<file path="src/rtl/clmul_pkg.sv">
// Shared definitions for the 16x16 Karatsuba carry-less multiplier.
//   state_t        : sequencer states
//   W_DEF / H_DEF  : default operand width and half width
//   clmul_combine  : overlap-XOR fold of the three partial products
package clmul_pkg;

  localparam int W_DEF = 16;
  localparam int H_DEF = W_DEF / 2;

  typedef enum logic [2:0] {
    IDLE,
    MUL_LO,
    MUL_HI,
    MUL_MID,
    DONE
  } state_t;

  // y = z0 ^ (z1 << H) ^ (z2 << W), where z1 is the already-corrected middle
  // term (t ^ z0 ^ z2). Partials are zero-extended before shifting.
  function automatic logic [2*W_DEF-2:0] clmul_combine(
    input logic [2*H_DEF-2:0] z0,
    input logic [2*H_DEF-2:0] z1,
    input logic [2*H_DEF-2:0] z2
  );
    logic [2*W_DEF-2:0] e0, e1, e2;
    e0 = '0;
    e1 = '0;
    e2 = '0;
    e0[2*H_DEF-2:0] = z0;
    e1[2*H_DEF-2:0] = z1;
    e2[2*H_DEF-2:0] = z2;
    return e0 ^ (e1 << H_DEF) ^ (e2 << W_DEF);
  endfunction

endpackage

</file>
<file path="src/rtl/clmul_core.sv">
// Purely combinational HxH carry-less (GF(2)) multiplier.
//   a, b : H-bit operands, bit i = coefficient of x^i
//   p    : 2H-1 bit product, XOR of b-gated, left-shifted copies of a
module clmul_core #(
  parameter int H = 8
) (
  input  logic [H-1:0]   a,
  input  logic [H-1:0]   b,
  output logic [2*H-2:0] p
);

  localparam int PW = 2 * H - 1;

  always_comb begin
    p = '0;
    for (int unsigned i = 0; i < H; i++) begin
      if (b[i]) begin
        p = p ^ (PW'(a) << i);
      end
    end
  end

endmodule

</file>
<file path="src/rtl/clmul16_karatsuba_seq.sv">
// Sequenced 16x16 carry-less multiply using a Karatsuba split over one shared
// HxH core: z0 = lo*lo, z2 = hi*hi, t = (lo^hi)*(lo^hi), one per cycle.
//   clk, rst_n           : clock, asynchronous active-low reset
//   in_valid / in_ready  : operand handshake (ready only in IDLE)
//   a, b                 : W-bit operands
//   out_valid / out_ready: result handshake (valid held until taken)
//   y                    : 2W-1 bit product, holds after handoff
//   busy                 : high in every state except IDLE
module clmul16_karatsuba_seq
  import clmul_pkg::*;
#(
  parameter int W = W_DEF
) (
  input  logic           clk,
  input  logic           rst_n,
  input  logic           in_valid,
  output logic           in_ready,
  input  logic [W-1:0]   a,
  input  logic [W-1:0]   b,
  output logic           out_valid,
  input  logic           out_ready,
  output logic [2*W-2:0] y,
  output logic           busy
);

  localparam int H  = W / 2;
  localparam int PW = 2 * H - 1;
  localparam int YW = 2 * W - 1;

  state_t        state;
  logic [W-1:0]  a_r, b_r;
  logic [PW-1:0] z0_r, z2_r;
  logic [H-1:0]  core_a, core_b;
  logic [PW-1:0] core_p;
  logic [PW-1:0] z1;
  logic [YW-1:0] y_next;

  // Core inputs are forced to zero outside the multiply states.
  always_comb begin
    core_a = '0;
    core_b = '0;
    case (state)
      MUL_LO: begin
        core_a = a_r[H-1:0];
        core_b = b_r[H-1:0];
      end
      MUL_HI: begin
        core_a = a_r[W-1:H];
        core_b = b_r[W-1:H];
      end
      MUL_MID: begin
        core_a = a_r[H-1:0] ^ a_r[W-1:H];
        core_b = b_r[H-1:0] ^ b_r[W-1:H];
      end
      default: begin
        core_a = '0;
        core_b = '0;
      end
    endcase
  end

  clmul_core #(.H(H)) u_core (
    .a (core_a),
    .b (core_b),
    .p (core_p)
  );

  // Middle term is folded straight from the core output so y lands on the
  // same edge that leaves MUL_MID.
  assign z1 = core_p ^ z0_r ^ z2_r;

  generate
    if (W == W_DEF) begin : g_pkg_combine
      assign y_next = clmul_combine(z0_r, z1, z2_r);
    end else begin : g_gen_combine
      assign y_next = YW'(z0_r) ^ (YW'(z1) << H) ^ (YW'(z2_r) << W);
    end
  endgenerate

  always_ff @(posedge clk or negedge rst_n) begin
    if (!rst_n) begin
      state     <= IDLE;
      a_r       <= '0;
      b_r       <= '0;
      z0_r      <= '0;
      z2_r      <= '0;
      y         <= '0;
      in_ready  <= 1'b1;
      out_valid <= 1'b0;
      busy      <= 1'b0;
    end else begin
      case (state)
        IDLE: begin
          if (in_valid) begin
            a_r      <= a;
            b_r      <= b;
            in_ready <= 1'b0;
            busy     <= 1'b1;
            state    <= MUL_LO;
          end
        end
        MUL_LO: begin
          z0_r  <= core_p;
          state <= MUL_HI;
        end
        MUL_HI: begin
          z2_r  <= core_p;
          state <= MUL_MID;
        end
        MUL_MID: begin
          y         <= y_next;
          out_valid <= 1'b1;
          state     <= DONE;
        end
        DONE: begin
          if (out_ready) begin
            out_valid <= 1'b0;
            in_ready  <= 1'b1;
            busy      <= 1'b0;
            state     <= IDLE;
          end
        end
        default: begin
          in_ready  <= 1'b1;
          out_valid <= 1'b0;
          busy      <= 1'b0;
          state     <= IDLE;
        end
      endcase
    end
  end

endmodule

</file>
<file path="config.mk">
export PLATFORM = sky130hd
export DESIGN_NAME = clmul16_karatsuba_seq
export DESIGN_NICKNAME = d
export VERILOG_FILES = /design/src/rtl/clmul_pkg.sv /design/src/rtl/clmul_core.sv /design/src/rtl/clmul16_karatsuba_seq.sv
export SDC_FILE = /design/constraint.sdc
export NUM_CORES = 1
export LEC_CHECK = 0
export CAP_MARGIN = 10
export CORE_MARGIN = 2
export CORE_UTILIZATION = 54
export DETAILED_ROUTE_END_ITERATION = 6
export DONT_BUFFER_PORTS = 1
export MAX_ROUTING_LAYER = met4
export PLACE_DENSITY = 0.66
export SLEW_MARGIN = 20
export SYNTH_ARGS = -nofsm -noshare
export SYNTH_HDL_FRONTEND = slang
export SYNTH_SLANG_ARGS = --single-unit
</file>
<file path="constraint.sdc">
create_clock -name clk -period 2.6 [get_ports clk]
set_input_delay 0.65 -clock clk [delete_from_list [all_inputs] [get_ports clk]]
set_output_delay 0.65 -clock clk [all_outputs]
set_load 0.05 [all_outputs]
</file>
Word level (Yosys, flattened, before mapping)
Cells that the tools add are included.
{"block": "word_totals", "regBits": 99, "output_inout_bits": 34}
{"block": "classes", "n_eq_ne": 6, "mux": 20, "bitwise": 15, "n_reduce_logical": 7}
{"cell": "$mux 15", "count": 7}
{"cell": "$pmux 8 s3", "count": 2}
{"cell": "$xor 15x15->15", "count": 3}
{"cell": "$xor 23x31->31", "count": 1}
{"cell": "$xor 15x23->23", "count": 1}
{"cell": "$xor 8x8->8", "count": 2}
{"cell": "$pmux 3 s5", "count": 1}
{"cell": "$xor 15x10->15", "count": 1}
{"cell": "$xor 15x11->15", "count": 1}
{"cell": "$xor 15x12->15", "count": 1}
{"cell": "$xor 15x13->15", "count": 1}
{"cell": "$xor 15x14->15", "count": 1}
{"cell": "$xor 15x9->15", "count": 1}
{"cell": "$pmux 1 s3", "count": 3}
{"cell": "$mux 8", "count": 1}
{"cell": "$eq 3x2->1 const B", "count": 2}
{"cell": "$mux 3", "count": 2}
{"cell": "$reduce_and 2->1", "count": 3}
{"cell": "$reduce_or 3->1", "count": 2}
{"cell": "$mux 1", "count": 4}
{"cell": "$ne 2x2->1 const B", "count": 2}
{"cell": "$eq 3x1->1 const B", "count": 1}
{"cell": "$eq 3x3->1 const B", "count": 1}
{"cell": "$logic_not 3->1", "count": 1}
{"cell": "other kinds (2)", "count": 3}

Logic depth before layout (Yosys ltp)
Gate-level depths: netlist (run 1).
{"block": "depth", "depth_word": 21, "depth_mapped": 10, "ltp_nobuf": 7}

Hierarchy
A second synthesis (run 1) with hierarchy kept.
{"block": "hier_totals", "cells_unflattened": 475, "area_unflattened_um2": 5168.7}
{"mod": "clmul16_karatsuba_seq", "instances": 1, "cells_per_inst": 349, "area_per_inst_um2": 4420.5}
{"mod": "clmul_core", "instances": 1, "cells_per_inst": 126, "area_per_inst_um2": 748.2}

Worst setup path after synthesis (run 1)
Ideal clock, no wire load.
{"block": "synth_timing", "kind": "register to register", "from": "register state[0]", "to": "register y[15]", "arrival_ns": 2.104, "setup_slack_ns": 0.371, "stages_incl_launch_ff": 10, "n_path_buf": 2, "synth_period_minus_slack_ns": 2.229, "path_cell_list": "dfrtp_1 > buf_6 > buf_12 > nand2_4 > xor2_4 > nand3_1 > xnor2_1 > xnor2_2 > xnor3_1 > mux2_2"}
{"block": "synth_via", "elab_chain_len": 21, "elab_cells_between_ends": 24, "cone_classes": "eq/ne: 3; mux: 10; bitwise: 11"}
{"item": "start, declared", "line_no": "clmul16_karatsuba_seq.sv:30", "rtl": "state_t state;"}
{"item": "start signal, assigned", "line_no": "clmul16_karatsuba_seq.sv:82", "rtl": "state <= IDLE;"}
{"item": "start signal, assigned", "line_no": "clmul16_karatsuba_seq.sv:99", "rtl": "state <= MUL_LO;"}
{"item": "start signal, assigned", "line_no": "clmul16_karatsuba_seq.sv:104", "rtl": "state <= MUL_HI;"}
{"item": "$eq 3x2->1, or another cell as far along", "line_no": "clmul16_karatsuba_seq.sv:42, clmul16_karatsuba_seq.sv:92"}
{"item": "$pmux 8 s3", "line_no": "clmul16_karatsuba_seq.sv:42", "rtl": "case (state)"}
{"item": "$mux 8", "line_no": "clmul_core.sv:17", "rtl": "if (b[i]) begin"}
{"item": "$xor 15x9->15", "line_no": "clmul_core.sv:18", "rtl": "p = p ^ (PW'(a) << i);"}
{"item": "$mux 15", "line_no": "clmul_core.sv:17"}
{"item": "$xor 15x10->15", "line_no": "clmul_core.sv:18"}
{"item": "$mux 15", "line_no": "clmul_core.sv:17"}
{"item": "$xor 15x11->15", "line_no": "clmul_core.sv:18"}
{"item": "[4 not listed]"}
{"item": "$mux 15", "line_no": "clmul_core.sv:17"}
{"item": "$xor 15x14->15", "line_no": "clmul_core.sv:18"}
{"item": "$mux 15", "line_no": "clmul_core.sv:17"}
{"item": "$xor 15x15->15", "line_no": "clmul_core.sv:18"}
{"item": "$mux 15", "line_no": "clmul_core.sv:17"}
{"item": "$xor 15x15->15 (2 in a row)", "line_no": "clmul16_karatsuba_seq.sv:70", "rtl": "assign z1 = core_p ^ z0_r ^ z2_r;"}
{"item": "$xor 15x23->23", "line_no": "clmul_pkg.sv:32", "rtl": "return e0 ^ (e1 << H_DEF) ^ (e2 << W_DEF);"}
{"item": "$xor 23x31->31", "line_no": "clmul_pkg.sv:32"}
{"item": "end signal, assigned", "line_no": "clmul16_karatsuba_seq.sv:111", "rtl": "y <= y_next;"}
{"item": "end, declared", "line_no": "clmul16_karatsuba_seq.sv:22", "rtl": "output logic [2*W-2:0] y,"}
Parallel ways exist; a longest one is shown, timed or not.
A chain may end at the register's enable or synchronous reset.

Worst setup path after layout (run 1)
{"block": "layout_timing", "from": "register state[1]", "to": "register y[14]"}
The elaborated chain is that of the path after synthesis.

==> summary.txt, run 1 <==
Logic synthesis
  • Post-Synthesis Cell Area: just over 5000 µm²
  • Avg Inst Size Synth: ~11 µm²
  • #FFs+latches synth: 99
  • Post-synthesis sequential area ratio: roughly 48%
  • Post-synthesis cell type count: 28
  • Yosys warning count: 0
  • Synth Net Count: 508
  • Post-synthesis cell count: 472

Clock tree
  • Skew-Pair Late Insertion Delay: 0.37 ns
  • Clk root buf: clkbuf_8
  • Clock Sinks: 99
  • Num CTS Buffers: 9
  • Reg clk slew, reported paths: 0.10 ns
  • Clock buffer depth: 2
  • Htree depth: 3
  • CTS tree: built

Place
  • Buffers added on ports: 0
  • HPWL after DPL: 6.83 mm
  • RD Place Congestion: 0.897

Global routing
  • First-pass GRT wire length: ~16 mm
  • Gr usage total: around a fifth
  • Largest net degree at the start of global routing: 100
  • Number of global-route vias before repair: ~3300
  • Remaining global-route overflow: 0
  • Antenna violations before repair: 0

STA
  • Max Freq: 426 MHz
  • Slew @ Worst Pin: roughly 0.53 ns
  • Slew Limit Fails: 0
  • # setup viols final: 0
  • Final hold vios: between 90 and 100
  • Fin crit period: 2.35 ns
  • Hold WS: -0.0392 ns
  • Setup TNS: 0 ns
  • Worst Clk Skew: 0.0145 ns
  • Worst slew margin: 65.0%
  • Crit share post-route: 90.3%
  • RSZ-0062 raised after global routing: no

Cells and area
  • Fillers: ~790
  • Net count, final: 518
  • Layout Utilization: 61.1%
  • Share of post-route cells with drive strength above 1: between 20% and 30%
  • Synth-to-Final Area Change: 9.02%
  • Antenna diodes: 0

Setup path
  • Setup CP Type: reg -> reg
  • Type of element capturing the critical path: flip-flop
  • Worst path slowest cell: dfrtp_2
  • Delay-heaviest family, CP: XOR/XNOR gates
  • Crit-path most repeated cell: xnor3_1
  • CP bufs+invs: 0
  • Critical path launch point type: flip-flop
  • CP startpoint: state[1]
  • Largest stage delay, worst path: 0.58 ns
  • Crit path cell chain: nand2_1 -> xor2_1 -> nand3_1 -> xnor3_1 -> xnor3_1 -> xnor2_1 -> o21ai_1
  • Arrival time of the worst setup path: 2.58 ns
  • FF-to-FF Start: state[1]
  • WP data required: 2.84 ns
  • Max FO, Critical Path: 19

Route
  • Initial drt markers: 142
  • 1st-pass router iterations: 4
  • Routed len/inst: 15.8 µm
  • Final ANT Viol Nets: 0
  • DRC viols: 0
  • Total wire length: 9.72 mm
  • Detailed-route via count: 3277
  • Via/cell ratio: 5.32

Die
  • Rows: 35
  • Core area: between 9000 and 10000 µm²
  • Die width: 102 µm
  • # IOs: 70
  • Die height: between 100 and 150 µm
  • Full die area: roughly 10000 µm²
  • Starting density of the core: 56.0%

Hold path
  • Min-Delay Path Class: in -> async

Run status
  • Violated checks: negative hold slack
  • Status: finished with violations

Run
  • Number of max-cap violations: 0
Yosys cell counts (all sizes together):
cell,n,area (µm²)
mux2,49,552
xor2,29,359
clkbuf,10,37.5
xnor2,56,505
dfrtp,98,2450
nor3,2,10.0
nand3,65,330
a22o,1,8.76
buf,14,97.6
o21a,1,7.51
nand3b,1,7.51
xnor3,9,203
dfstp,1,26.3
nand2,82,339
o21ai,47,235
inv,2,7.51
nor2,3,11.3
a21oi,2,10.0
metrics by stage:
step / std cells / hold slack, ns / setup slack, ns / cell area, µm²
after floorplan: 472 / 0.354 / 0.371 / 5200
after global placement: 600 / 0.357 / 0.118 / 5430
after detailed placement: 600 / 0.357 / 0.0506 / 5430
after CTS: 616 / -0.0514 / 0.0280 / 5670
after global routing: 616 / -0.0698 / 0.0416 / 5670
final: 616 / -0.0392 / 0.253 / 5670
placed cells by master, fill, tap and decap left out, drive strengths merged:
master and count:
dfrtp 98, nand2 82, nand3 65, xnor2 56
mux2 49, o21ai 47, xor2 29, buf 23
clkbuf 10, xnor3 9, inv 4, nor2 3
a21oi 2, bufinv 2, nor3 2, nand3b 1
o21a 1, a22o 1, clkinvlp 1, clkinv 1
dfstp 1
sequential cells by signal, indices dropped and copies added, names as in the netlist:
register   cells
b_r           16
y             31
out_valid      1
busy           1
a_r           16
state          3
z2_r          15
in_ready       1
z0_r          15
layer usage:
| layer | global-route usage, % | vias up | part of all wire [%] |
|---|---|---|---|
| met3 | 3.28 | 9 | 4.1 |
| met1 | 28.6 | 1593 | 47 |
| met4 | 7.38 | 0 | 1.0 |
| li1 | - | 1600 | - |
| met5 | - | - | 0 |
| met2 | 31.2 | 75 | 48 |
cell type report:
| cell class | count | area, µm² | share of cell area, % |
|---|---|---|---|
| Clock buffer | 10 | 138 | 2.43 |
| Clock inverter | 6 | 96.3 | 1.70 |
| Inverter | 2 | 7.51 | 0.132 |
| Multi-Input combinational cell | 347 | 2590 | 45.7 |
| Sequential cell | 99 | 2480 | 43.7 |
| Tap cell | 129 | 161 | 2.85 |
| Timing Repair Buffer | 23 | 198 | 3.49 |
repair_timing:
item / in CTS / in global routing
resized for setup: 0 / 1
endpoints found under the hold margin: 98 / 98
buffers inserted: 0 / 0
endpoints found under the setup margin: 0 / 12
cells by family (layout without fill, tap and decap cells):
group / count (synthesis) / count (layout) / share of synthesized area (%)
buffers and inverters: 26 / 41 / 2.74
DFF: 99 / 99 / 47.7
muxes: 49 / 49 / 10.6
and+or+nand+nor: 153 / 153 / 13.4
xor gates and xnor gates: 94 / 94 / 20.5
AOI/OAI and AO/OA: 51 / 51 / 5.03
path summary, 6_finish.rpt:
path / cells after the start / endpoint / slack, ns
max in group asynchronous: 0 / in_ready / 2.44
min reg2reg: 2 / z2_r[0] / 0.51
max: 7 / y[14] / 0.25
max reg2reg: 7 / y[14] / 0.25
min: 0 / y[26] / -0.04
min in group clk: 1 / state[0] / 0.42
Power of run 1 is not shown: default switching activity piles up to over one toggle a cycle in this logic, so the estimate is an artifact.
==> run 2: changes to the inputs <==
--- a/config.mk
+++ b/config.mk
@@ -5,11 +5,12 @@
 export SDC_FILE = /design/constraint.sdc
 export NUM_CORES = 1
 export LEC_CHECK = 0
-export CAP_MARGIN = 10
+export CAP_MARGIN = 20
 export CORE_MARGIN = 2
 export CORE_UTILIZATION = 54
 export DETAILED_ROUTE_END_ITERATION = 6
 export DONT_BUFFER_PORTS = 1
+export GPL_ROUTABILITY_DRIVEN = 0
 export MAX_ROUTING_LAYER = met4
 export PLACE_DENSITY = 0.66
 export SLEW_MARGIN = 20
==> summary.txt, run 2 (synthesis results as in run 1) <==
Run status
  • Status: finished with violations
  • Violated checks: negative hold slack

Global routing
  • Gr usage total: 20.1%
  • First-pass GRT wire length: 16.0 mm
  • Number of global-route vias before repair: around 3300
  • Antenna violations before repair: 0
  • Largest net degree at the start of global routing: 100
  • Remaining global-route overflow: 0

Clock tree
  • Clock buffer depth: 2
  • Clk root buf: clkbuf_8
  • Skew-Pair Late Insertion Delay: 0.37 ns
  • Clock Sinks: 99
  • Post-CTS Setup Bufs: 0
  • Num CTS Buffers: 9
  • CTS tree: built
  • Reg clk slew, reported paths: 0.10 ns
  • Htree depth: 3

Setup path
  • Type of element capturing the critical path: flip-flop
  • Delay-heaviest family, CP: XOR/XNOR gates
  • Arrival time of the worst setup path: 2.62 ns
  • Worst path slowest cell: dfrtp_2
  • Crit-path most repeated cell: xnor3_1
  • Crit path cell chain: nand2_1 -> xor2_1 -> nand3_1 -> xnor3_1 -> xnor3_1 -> xnor2_1 -> o21ai_1
  • Setup CP Type: reg -> reg
  • CP bufs+invs: 0
  • Critical path launch point type: flip-flop
  • WP data required: 2.84 ns
  • Largest stage delay, worst path: 0.58 ns
  • Max FO, Critical Path: 19

STA
  • Max Freq: 421 MHz
  • Worst Clk Skew: 0.0163 ns
  • RSZ-0062 raised after global routing: no
  • # setup viols final: 0
  • Setup TNS: 0 ns
  • Slew Limit Fails: 0
  • Final hold vios: 70
  • Slew @ Worst Pin: 0.509 ns
  • Fin crit period: 2.37 ns
  • Hold WS: -0.0348 ns
  • Worst slew margin: 66.1%
  • Crit share post-route: about nine tenths

Die
  • Rows: 35
  • Full die area: 10400 µm²
  • Starting density of the core: 56.0%
  • Die height: 102 µm
  • Core area: 9280 µm²
  • # IOs: 70
  • Die width: 102 µm

Place
  • HPWL after DPL: 6.50 mm
  • Placed Instances: 600
  • Buffers added on ports: 0

Cells and area
  • Commonest cells after routing, fill and taps aside: dfrtp_1, nand2_1, nand3_1
  • Fillers: 811
  • Layout Utilization: 60.7%
  • Synth-to-Final Area Change: 8.37%
  • Most flop-heavy register: y
  • Top Registers: y: 31 flops, a_r: 16 flops, b_r: 16 flops
  • Antenna diodes: 0
  • Commonest non-fill, non-tap cell in the layout: dfrtp_1
  • Share of post-route cells with drive strength above 1: 22.6%
  • Max FFs per register: 31
  • Non-filler cells, final: 616
  • Net count, final: 518

Route
  • Total wire length: 9.39 mm
  • DRC viols: 0
  • Routed len/inst: approximately 15 µm
  • Initial drt markers: 233
  • Via/cell ratio: roughly 5.3
  • Final ANT Viol Nets: 0
  • Detailed-route via count: between 3000 and 4000
  • 1st-pass router iterations: 4

Run
  • Number of max-cap violations: 0

Hold path
  • Min-Delay Path Class: in -> async
run 2: changes by cell type in the layout (fill, tap and decap cells not counted), sizes merged:
cell / change
clkinvlp: +2
bufinv: -1
clkinv: -1
run 2: area by class of cell:
type                            instances  area (µm²)  area share [%]
Tap cell                              129         161            2.86
Multi-Input combinational cell        347        2590            45.9
Sequential cell                        99        2480            44.0
Timing Repair Buffer                   23         198            3.51
Clock buffer                           10         128            2.26
Clock inverter                          6        72.6            1.29
Inverter                                2        7.51           0.133
run 2: metal layers:
metal  up-vias  part of all wire, %  wire length (µm)  global-route usage (%)
li1       1600                    -                 -                       -
met1      1566                   47              4420                    28.4
met2        78                   47              4400                    29.7
met3        13                  4.8               447                    4.17
met4         0                  1.3               123                    5.64
met5         -                    0                 0                       -
run 2: path summary, 6_finish.rpt:
check                      slack [ns]  startpoint  depth (start not counted)  endpoint
min                             -0.03       rst_n                          0     y[26]
max                              0.23    state[1]                          7     y[16]
max reg2reg                      0.23    state[1]                          7     y[16]
max in group asynchronous        2.38       rst_n                          0  in_ready
min in group clk                 0.40    in_valid                          1  state[0]
min reg2reg                      0.51     z2_r[4]                          2   z2_r[4]
run 2: what timing repair did:
| item | 4_1_cts | 5_1_grt |
|---|---|---|
| gates resized for setup | 0 | 1 |
| endpoints found under the hold margin | 98 | 98 |
| setup endpoints to repair | 0 | 10 |
run 2: stage by stage:
stage                     cell area (µm²)  worst slack [ns]
after global routing                 5640            0.0555
after CTS                            5630           0.00827
after floorplan                      5200             0.371
final                                5640             0.227
after detailed placement             5430            0.0565
after global placement               5430             0.128
Power of run 2 is left out for the same reason.
==> run 3: changes to the inputs <==
--- a/config.mk
+++ b/config.mk
@@ -6,6 +6,7 @@
 export NUM_CORES = 1
 export LEC_CHECK = 0
 export CAP_MARGIN = 20
+export CORE_ASPECT_RATIO = 0.5
 export CORE_MARGIN = 2
 export CORE_UTILIZATION = 54
 export DETAILED_ROUTE_END_ITERATION = 6
==> summary.txt, run 3 (synthesis results as in run 1) <==
Global routing
  • First-pass GRT wire length: approximately 17 mm
  • Antenna violations before repair: 0
  • Gr usage total: 21.9%
  • Largest net degree at the start of global routing: 100
  • Number of global-route vias before repair: 3257
  • Remaining global-route overflow: 0

Place
  • Buffers added on ports: 0
  • HPWL after DPL: between 7 and 8 mm

STA
  • Slew Limit Fails: 0
  • # setup viols final: 0
  • Hold WS: -0.00848 ns
  • RSZ-0062 raised after global routing: no
  • Final hold vios: 25
  • Slew @ Worst Pin: roughly 0.59 ns
  • Crit share post-route: about nine tenths
  • Worst slew margin: around three fifths
  • Max Freq: about 420 MHz
  • Fin crit period: ~2.4 ns
  • Setup TNS: 0 ns
  • Worst Clk Skew: about 0.0064 ns

Die
  • Starting density of the core: 55.2%
  • # IOs: 70
  • Die width: 143 µm
  • Rows: 25
  • Full die area: between 10000 and 15000 µm²
  • Die height: 73.4 µm
  • Core area: approximately 9400 µm²

Cells and area
  • Antenna diodes: 0
  • Top Registers: y: 31 flops, a_r: 16 flops, b_r: 16 flops
  • Fillers: 771
  • Most flop-heavy register: y
  • Share of post-route cells with drive strength above 1: 23.1%
  • Max FFs per register: 31
  • Commonest non-fill, non-tap cell in the layout: dfrtp_1
  • Synth-to-Final Area Change: 11.4%
  • Commonest cells after routing, fill and taps aside: dfrtp_1, nand2_1, nand3_1
  • Net count, final: 520
  • Layout Utilization: 61.5%

Route
  • 1st-pass router iterations: 4
  • Initial drt markers: about 240
  • Total wire length: 9.95 mm
  • Detailed-route via count: 3300
  • Final ANT Viol Nets: 0
  • Via/cell ratio: around 5.3
  • DRC viols: 0
  • Routed len/inst: 15.9 µm

Hold path
  • Min-Delay Path Class: in -> async

Clock tree
  • Clock buffer depth: 2
  • Reg clk slew, reported paths: 0.07 ns
  • Post-CTS Setup Bufs: 0
  • Htree depth: 3
  • Clk root buf: clkbuf_16
  • CTS tree: built
  • Skew-Pair Late Insertion Delay: 0.35 ns
  • Num CTS Buffers: 9
  • Clock Sinks: 99

Setup path
  • FF-to-FF Start: state[1]
  • Type of element capturing the critical path: flip-flop
  • Arrival time of the worst setup path: 2.61 ns
  • Crit path cell chain: nand2_1 -> xor2_2 -> buf_4 -> nand3_2 -> xor2_1 -> xnor2_2 -> xnor3_1 -> mux2_2
  • Largest stage delay, worst path: 0.57 ns
  • Worst path slowest cell: dfrtp_2
  • Delay-heaviest family, CP: XOR/XNOR gates
  • R2R setup slack: 0.22 ns
  • Max FO, Critical Path: 18
  • Setup CP Type: reg -> reg
  • R2r endpoint: y[15]
  • Worst-case reg-to-reg path depth: 8
  • WP data required: 2.83 ns
  • Critical path launch point type: flip-flop
  • CP bufs+invs: 1

Run status
  • Violated checks: negative hold slack
  • Status: finished with violations

Run
  • Number of max-cap violations: 0
==> run 3: cell types whose count changed in the layout (fill, tap and decap cells not counted) <==
| cell | change |
|---|---|
| clkbuf_16 | +9 |
| clkinvlp_4 | -2 |
| clkbuf_1 | -1 |
| buf_12 | -1 |
| clkbuf_8 | -9 |
| bufinv_16 | +2 |
| clkinv_2 | +1 |
| buf_4 | +3 |
==> run 3: worst max path at each step <==
stage | from | endpoint | cells past startpoint
finish | state[1] | y[15] | 8
global route | state[1] | y[14] | 7
CTS | state[1] | y[14] | 7
detailed placement | state[1] | y[15] | 7
global placement | state[1] | y[15] | 8
floorplan | state[0] | y[15] | 9
==> run 3: what timing repair did <==
item,4_1_cts,5_1_grt
hold endpoints to repair,98,98
endpoints found under the setup margin,1,0
gates resized for setup,1,0
==> run 3: final cells by class <==
type	instances	area, µm²	share of cell area, %
clock buffers	9	225	3.89
clock inverters	7	123	2.12
inverters	2	7.51	0.130
multi-input cells	347	2590	44.7
flip-flops and latches	99	2480	42.8
well taps	135	169	2.92
repair buffers	25	200	3.46
==> run 3: layer usage <==
metal	part of all wire, %	vias up	routed length [µm]	GRT usage [%]
li1	-	1604	-	-
met1	52	1603	5210	32.2
met2	40	80	3940	29.2
met3	6.7	13	668	6.84
met4	1.4	0	136	5.72
met5	0	-	0	-
==> run 3: per-stage QoR <==
stage | setup WS, ns | cell area (µm²) | std cells
global route | 0.0235 | 5790 | 624
floorplan | 0.371 | 5200 | 472
finish | 0.221 | 5790 | 624
CTS | 0.201 | 5790 | 624
global placement | 0.0989 | 5440 | 608
detailed placement | -0.00994 | 5440 | 608
Power of run 3 is left out for the same reason.
